`config.mk`:
```
export PLATFORM = sky130hd
export DESIGN_NAME = rxcommaalign_scheduler
export DESIGN_NICKNAME = d
export VERILOG_FILES = /design/src/rtl/rxcommaalign_scheduler.sv
export SDC_FILE = /design/constraint.sdc
export NUM_CORES = 1
export LEC_CHECK = 0
export CAP_MARGIN = 20
export CORE_ASPECT_RATIO = 0.5
export CORE_MARGIN = 2
export CORE_UTILIZATION = 55
export DETAILED_ROUTE_END_ITERATION = 6
export PLACE_DENSITY_LB_ADDON = 0.08
export SLEW_MARGIN = 15
export SYNTH_ARGS = -nofsm -noshare
export SYNTH_HDL_FRONTEND = slang
export SYNTH_SLANG_ARGS = --single-unit
```
`constraint.sdc`:
```
create_clock -name i_clk -period 4.7 [get_ports i_clk]
set_input_delay 0.94 -clock i_clk [delete_from_list [all_inputs] [get_ports i_clk]]
set_output_delay 0.94 -clock i_clk [all_outputs]
set_load 0.02 [all_outputs]
```
`src/rtl/rxcommaalign_scheduler.sv`:
```
// Round-robin RX comma-alignment sequencer for the PL BASE-X transceiver channels.
// Grants one channel's rxcommaalignen GPI bit at a time and tracks per-channel lock/timeout status.
module rxcommaalign_scheduler #(
  parameter int NUM_CH         = 4,
  parameter int GPI_BASE       = 8,
  parameter int LOCK_CYCLES    = 64,
  parameter int TIMEOUT_CYCLES = 4096
) (
  input  logic              i_clk,
  input  logic              i_rst,
  input  logic              i_enable,
  input  logic [NUM_CH-1:0] i_ch_req,
  input  logic [NUM_CH-1:0] i_rx_byteisaligned,
  input  logic              i_clr_sticky,
  output logic [15:0]       o_gpi_out,
  output logic [NUM_CH-1:0] o_ch_locked,
  output logic [NUM_CH-1:0] o_ch_timeout,
  output logic              o_busy,
  output logic [2:0]        o_active_ch
);
  // state | meaning
  // IDLE  | scheduler disabled, no grant
  // ARB   | searching for the next eligible channel from the rr pointer
  // ALIGN | grant held, waiting for an aligned sample
  // QUAL  | grant held, counting consecutive aligned samples
  typedef enum logic [1:0] {S_IDLE, S_ARB, S_ALIGN, S_QUAL} state_t;

  localparam int             QW      = $clog2(LOCK_CYCLES + 1);
  localparam logic [QW-1:0]  QLAST   = QW'(LOCK_CYCLES - 1);
  localparam logic [15:0]    TLOAD   = 16'(TIMEOUT_CYCLES - 1);
  localparam logic [2:0]     CH_LAST = 3'(NUM_CH - 1);

  state_t        r_state, w_state_nxt;
  logic [2:0]    r_rr, r_active;
  logic [15:0]   r_gpi, r_tmr;
  logic          r_busy;
  logic [7:0]    r_locked, r_timeout;
  logic [QW-1:0] r_qcnt;

  logic [7:0]    w_req8, w_al8, w_elig8;
  logic [3:0]    w_idx;
  logic [2:0]    w_grant, w_active_inc;
  logic          w_found, w_held, w_act_req, w_act_al, w_tmo, w_lock, w_abort, w_end;
  logic [2:0]    w_rr_nxt, w_active_nxt;
  logic [15:0]   w_gpi_nxt, w_tmr_nxt;
  logic          w_busy_nxt;
  logic [7:0]    w_locked_nxt, w_timeout_nxt;
  logic [QW-1:0] w_qcnt_nxt;

  // Channel vectors padded to 8 bits so a 3-bit channel index always fits.
  assign w_req8  = 8'(i_ch_req);
  assign w_al8   = 8'(i_rx_byteisaligned);
  assign w_elig8 = w_req8 & ~r_locked;

  assign w_held       = (r_state == S_ALIGN) || (r_state == S_QUAL);
  assign w_act_req    = w_req8[r_active];
  assign w_act_al     = w_al8[r_active];
  assign w_tmo        = (r_tmr == 16'd0);
  assign w_lock       = w_act_al && ((r_state == S_ALIGN) ? (LOCK_CYCLES == 1) : (r_qcnt == QLAST));
  assign w_abort      = ~w_act_req;
  assign w_end        = w_held && i_enable && (w_abort || w_lock || w_tmo);
  assign w_active_inc = (r_active == CH_LAST) ? 3'd0 : r_active + 3'd1;

  always_comb begin
    w_found = 1'b0;
    w_grant = 3'd0;
    w_idx   = 4'd0;
    for (int k = 0; k < NUM_CH; k++) begin
      w_idx = {1'b0, r_rr} + 4'(k);
      if (w_idx >= 4'(NUM_CH)) w_idx = w_idx - 4'(NUM_CH);
      if (!w_found && w_elig8[w_idx[2:0]]) begin
        w_found = 1'b1;
        w_grant = w_idx[2:0];
      end
    end
  end

  always_ff @(posedge i_clk or posedge i_rst) begin
    if (i_rst) r_state <= S_IDLE;
    else       r_state <= w_state_nxt;
  end

  always_comb begin
    w_state_nxt = r_state;
    if (!i_enable) begin
      w_state_nxt = S_IDLE;
    end else begin
      case (r_state)
        S_IDLE:  w_state_nxt = S_ARB;
        S_ARB:   if (w_found) w_state_nxt = S_ALIGN;
        S_ALIGN,
        S_QUAL: begin
          if (w_end)          w_state_nxt = S_ARB;
          else if (w_act_al)  w_state_nxt = S_QUAL;
          else                w_state_nxt = S_ALIGN;
        end
        default: w_state_nxt = S_IDLE;
      endcase
    end
  end

  // Lock loss and sticky clear apply every cycle; lock beats timeout on the same sample.
  always_comb begin
    w_rr_nxt      = r_rr;
    w_active_nxt  = r_active;
    w_gpi_nxt     = r_gpi;
    w_busy_nxt    = r_busy;
    w_tmr_nxt     = r_tmr;
    w_qcnt_nxt    = r_qcnt;
    w_locked_nxt  = r_locked & w_al8;
    w_timeout_nxt = i_clr_sticky ? 8'd0 : r_timeout;
    if (!i_enable) begin
      w_active_nxt = 3'd0;
      w_gpi_nxt    = 16'd0;
      w_busy_nxt   = 1'b0;
      w_qcnt_nxt   = '0;
    end else if (r_state == S_ARB && w_found) begin
      w_active_nxt = w_grant;
      w_gpi_nxt    = 16'd1 << (5'(GPI_BASE) + {2'b00, w_grant});
      w_busy_nxt   = 1'b1;
      w_tmr_nxt    = TLOAD;
      w_qcnt_nxt   = '0;
    end else if (w_held) begin
      if (w_end) begin
        w_active_nxt = 3'd0;
        w_gpi_nxt    = 16'd0;
        w_busy_nxt   = 1'b0;
        w_qcnt_nxt   = '0;
        w_rr_nxt     = w_active_inc;
        if (!w_abort && w_lock)  w_locked_nxt[r_active]  = 1'b1;
        else if (!w_abort)       w_timeout_nxt[r_active] = 1'b1;
      end else begin
        w_tmr_nxt  = r_tmr - 16'd1;
        w_qcnt_nxt = w_act_al ? r_qcnt + QW'(1) : '0;
      end
    end
  end

  always_ff @(posedge i_clk or posedge i_rst) begin
    if (i_rst) begin
      r_rr      <= 3'd0;
      r_active  <= 3'd0;
      r_gpi     <= 16'd0;
      r_busy    <= 1'b0;
      r_tmr     <= 16'd0;
      r_qcnt    <= '0;
      r_locked  <= 8'd0;
      r_timeout <= 8'd0;
    end else begin
      r_rr      <= w_rr_nxt;
      r_active  <= w_active_nxt;
      r_gpi     <= w_gpi_nxt;
      r_busy    <= w_busy_nxt;
      r_tmr     <= w_tmr_nxt;
      r_qcnt    <= w_qcnt_nxt;
      r_locked  <= w_locked_nxt;
      r_timeout <= w_timeout_nxt;
    end
  end

  assign o_gpi_out    = r_gpi;
  assign o_ch_locked  = r_locked[NUM_CH-1:0];
  assign o_ch_timeout = r_timeout[NUM_CH-1:0];
  assign o_busy       = r_busy;
  assign o_active_ch  = r_active;

endmodule

```
==> results.txt <==
----------------------------------------------------
[Status]
  Run status ... finished, final reports clean

[Synth]
  Dominant synthesized flop cell ... sky130_fd_sc_hd__dfrtp_1
  Portion of synthesized cell area occupied by the leading cell type ... 43.3%
  Synth area leaders ... sky130_fd_sc_hd__dfrtp_1 (43%), sky130_fd_sc_hd__nand2_1 (3.1%), sky130_fd_sc_hd__xor2_1 (2.8%)
  Distinct cell type count after synthesis ... 60
  Number of enable flip-flop cells after synthesis ... 0
  Synth Warn # ... 0
  Part of the Yosys area used for sequential elements ... 43.3%
  Average instance area after synthesis ... 9.97 um2
  Async S/R FF share, synth ... 100%
  Mapped cell area ... 0.00277 mm2
  Flip-flop and latch count after synthesis ... 48
  Post-synthesis instance total ... 278
  Top cell type by total area after synthesis ... sky130_fd_sc_hd__dfrtp_1

[Finish]
  Net count of the finished layout ... 326
  Commonest cells after routing, fill and taps aside ... sky130_fd_sc_hd__dfrtp_1 (48), sky130_fd_sc_hd__clkdlybuf4s50_1 (31), sky130_fd_sc_hd__nand2_1 (23)
  Count of filler cells inserted in the layout ... 417
  Multi-input combinational cell area ... 0.00144 mm2
  FF+latch area ... 0.00120 mm2
  Area delta synth->final ... 15.7%
  Commonest non-fill, non-tap cell in the layout ... sky130_fd_sc_hd__dfrtp_1
  Fraction of layout cells with a size suffix above 1 ... 7.14%
  Final standard cell count with taps included and fillers excluded ... 378
  Inserted Diodes ... 0
  End-of-flow core utilization ... 65.6%
  Post-route cell area ... 0.00321 mm2

[Power and ir drop]
  Static leakage power ... 1.38 nW
  Power consumption ... 1.35 mW
  PwrDens ... 422 mW/mm2
  Worst IR drop on VDD ... 0.000178 V

[Clocking]
  Number of buffers added to fix hold violations after cts ... 0
  CTS sink count ... 48
  CTS-repair resized insts ... 0
  Total setup buffers inserted after CTS ... 0
  Cell at the root of the clock tree ... sky130_fd_sc_hd__clkbuf_8
  Clock Tree Buf Depth ... 2
  Clock network latency to the later pin of the worst-skew pair ... 0.30 ns
  TritonCTS clock tree ... built
  Total CTS buffers ... 5
  Clock transition at the registers of the reported paths ... 0.09 ns
  Total number of H-tree levels ... 2

[Floorplanning]
  Initial Utilization ... 56.7%
  Area enclosed by the die boundary ... 0.00566 mm2
  Number of top-level pins ... 40
  Core footprint ... 0.00489 mm2
  X dimension of the die ... 104 um
  Vertical die dimension ... 54.2 um
  Number of rows created at floorplan ... 18

[Detailed routing]
  DRC marker count from the first detailed-route iteration ... 100
  Remaining design rule violation count ... 0
  Length of the first detailed-routing pass in iterations ... 4
  Detailed-route wire length per cell ... 15.3 um
  Total vias in the final route ... 2,197
  Routed vias/inst ... 5.81
  Detail Route Antenna Nets ... 0
  Total wirelength of the detailed-routed design ... 5.77 mm

[STA]
  Transition time of the tightest slew-check pin ... 0.786 ns
  Final setup TNS ... 0 ns
  Maximum operating frequency ... 316 MHz
  Setup repair after global routing missed its margin ... false
  Time the final worst path needs with I/O delays and setup ... 3.16 ns
  Slew margin rel. ... 47.6%
  Number of max-slew violations in the final report ... 0
  Period utilisation layout ... 67.3%
  Final clock skew ... 0.00863 ns
  Final hold violations ... 0
  Number of setup violations in the final report ... 0

[Worst hold path]
  Hold crit path type ... flip-flop to flip-flop
  End point of the worst hold path ... o_gpi_out[13]$_DFFE_PP0P_
  Worst Hold Depth ... 1
  Worst min-delay path startpoint ... o_gpi_out[13]$_DFFE_PP0P_

[Place]
  Cell Count Post-Placement ... 370
  Total cell area at the placement stage ... 0.00309 mm2
  Port buffer count ... 31
  RD Place Congestion ... 0.879
  HPWL Detailed ... 4.14 mm

[Critical path]
  Arr. time, crit path ... 3.40 ns
  Slowest cell on the critical path ... sky130_fd_sc_hd__clkdlybuf4s50_1
  Setup CP Type ... input port to flip-flop
  Largest stage delay on the critical path ... 0.54 ns
  Number of cells on the worst reg-to-reg path ... 8
  Crit start category ... input port
  Worst setup EP type ... flip-flop
  Startpoint of the lowest-slack register-to-register path ... r_rr[0]$_DFFE_PP0P_
  Register-to-register setup slack ... 1.58 ns
  CP required ... 4.94 ns
  Cells along the critical path ... clkdlybuf4s50_1, mux2i_1, o22ai_1, o31a_1, nand4_1, or4_1, nand3_1
  FF-to-FF End ... o_gpi_out[10]$_DFFE_PP0P_
  Biggest fanout along the worst timing path ... 13

[Global route]
  Residual overflow from global routing ... 0
  Number of global-route vias before repair ... 1,998
  Largest net degree at the start of global routing ... 49
  Overall Global Routing Usage ... 21.7%
  Wire length of the first global-routing pass ... 9.54 mm
  Number of antenna violations at the first check in global routing ... 0

[Job]
  Max-capacitance violation count ... 0

----------------------------------------------------
registers in the layout, indices dropped and copies added, names as in the netlist:
name         flops
o_gpi_out        8
r_qcnt           7
r_tmr           16
o_active_ch      3
r_rr             3
r_timeout        4
o_busy           1
r_locked         4
r_state          2
power by group:
group / leakage, nW / switching (mW) / total [mW] / internal [mW]
Sequential: 0.602 / 0.0718 / 0.532 / 0.460
Combinational: 0.724 / 0.331 / 0.558 / 0.227
Clock: 0.0503 / 0.133 / 0.264 / 0.131
Total: 1.38 / 0.535 / 1.35 / 0.818
worst max-delay path, delay by kind of cell:
family                 cells  cell delay (ns)
AND/OR/NAND/NOR            3             1.03
AO/OA/AOI/OAI              2             0.79
buffers and inverters      1             0.54
multiplexers               1             0.10
logic make-up after synthesis:
family                     Yosys count  share of synthesized area (%)
buffers and inverters               30                           5.73
other                                1                          0.135
DFF                                 48                           43.3
and+or+nand+nor                    114                           24.7
xor gates and xnor gates            11                           3.48
adders and majority gates            6                           2.71
AOI/OAI and AO/OA                   61                           16.5
muxes                                7                           3.47
worst max path at each step:
stage / end / slack [ns] / from / cells after the start
floorplan: o_gpi_out[10]$_DFFE_PP0P_ / 2.13 / i_ch_req[2] / 6
global placement: o_gpi_out[10]$_DFFE_PP0P_ / 1.33 / i_ch_req[0] / 7
detailed placement: r_tmr[8]$_DFFE_PP0P_ / 1.22 / i_ch_req[3] / 7
CTS: r_tmr[8]$_DFFE_PP0P_ / 1.54 / i_ch_req[3] / 7
global route: r_tmr[8]$_DFFE_PP0P_ / 1.27 / i_ch_req[3] / 7
finish: r_tmr[8]$_DFFE_PP0P_ / 1.54 / i_ch_req[1] / 7
stage by stage:
stage | hold slack [ns] | worst slack, ns
final | 0.489 | 1.54
after global routing | 0.518 | 1.27
after CTS | 0.496 | 1.54
after detailed placement | 0.470 | 1.22
after global placement | 0.459 | 1.33
after floorplan | 0.462 | 2.13
final cells by class:
type | count | area share (%)
tap | 70 | 2.73
inverter | 14 | 1.64
sequential | 48 | 37.5
timing repair buffer | 32 | 10.3
clock buffer | 7 | 3.00
multi-input combinational | 207 | 44.9
cell usage after synthesis, types with 5 or more instances:
cell type / instances
sky130_fd_sc_hd__dfrtp_1: 48
sky130_fd_sc_hd__nand2_1: 23
sky130_fd_sc_hd__inv_1: 14
sky130_fd_sc_hd__nand3_1: 14
sky130_fd_sc_hd__nor2_1: 10
sky130_fd_sc_hd__o21ai_0: 10
sky130_fd_sc_hd__buf_4: 9
sky130_fd_sc_hd__xor2_1: 9
sky130_fd_sc_hd__a21oi_1: 8
sky130_fd_sc_hd__nor3_1: 7
sky130_fd_sc_hd__nor3b_1: 7
sky130_fd_sc_hd__a22o_1: 6
sky130_fd_sc_hd__ha_1: 6
sky130_fd_sc_hd__nand2b_1: 6
sky130_fd_sc_hd__nor2b_1: 6
sky130_fd_sc_hd__or3_1: 6
sky130_fd_sc_hd__a21o_1: 5
sky130_fd_sc_hd__and2_1: 5
sky130_fd_sc_hd__and3b_1: 5
sky130_fd_sc_hd__nand4_1: 5
routing by layer:
metal | GRT usage [%] | routed length [um] | up-vias
met3 | 4.48 | 291 | 4
met5 | 0 | 0 | -
li1 | - | - | 1059
met1 | 29.9 | 2840 | 1084
met2 | 35.7 | 2620 | 50
met4 | 5.63 | 24 | 0
Note: power is estimated with default switching activity, not from simulation.
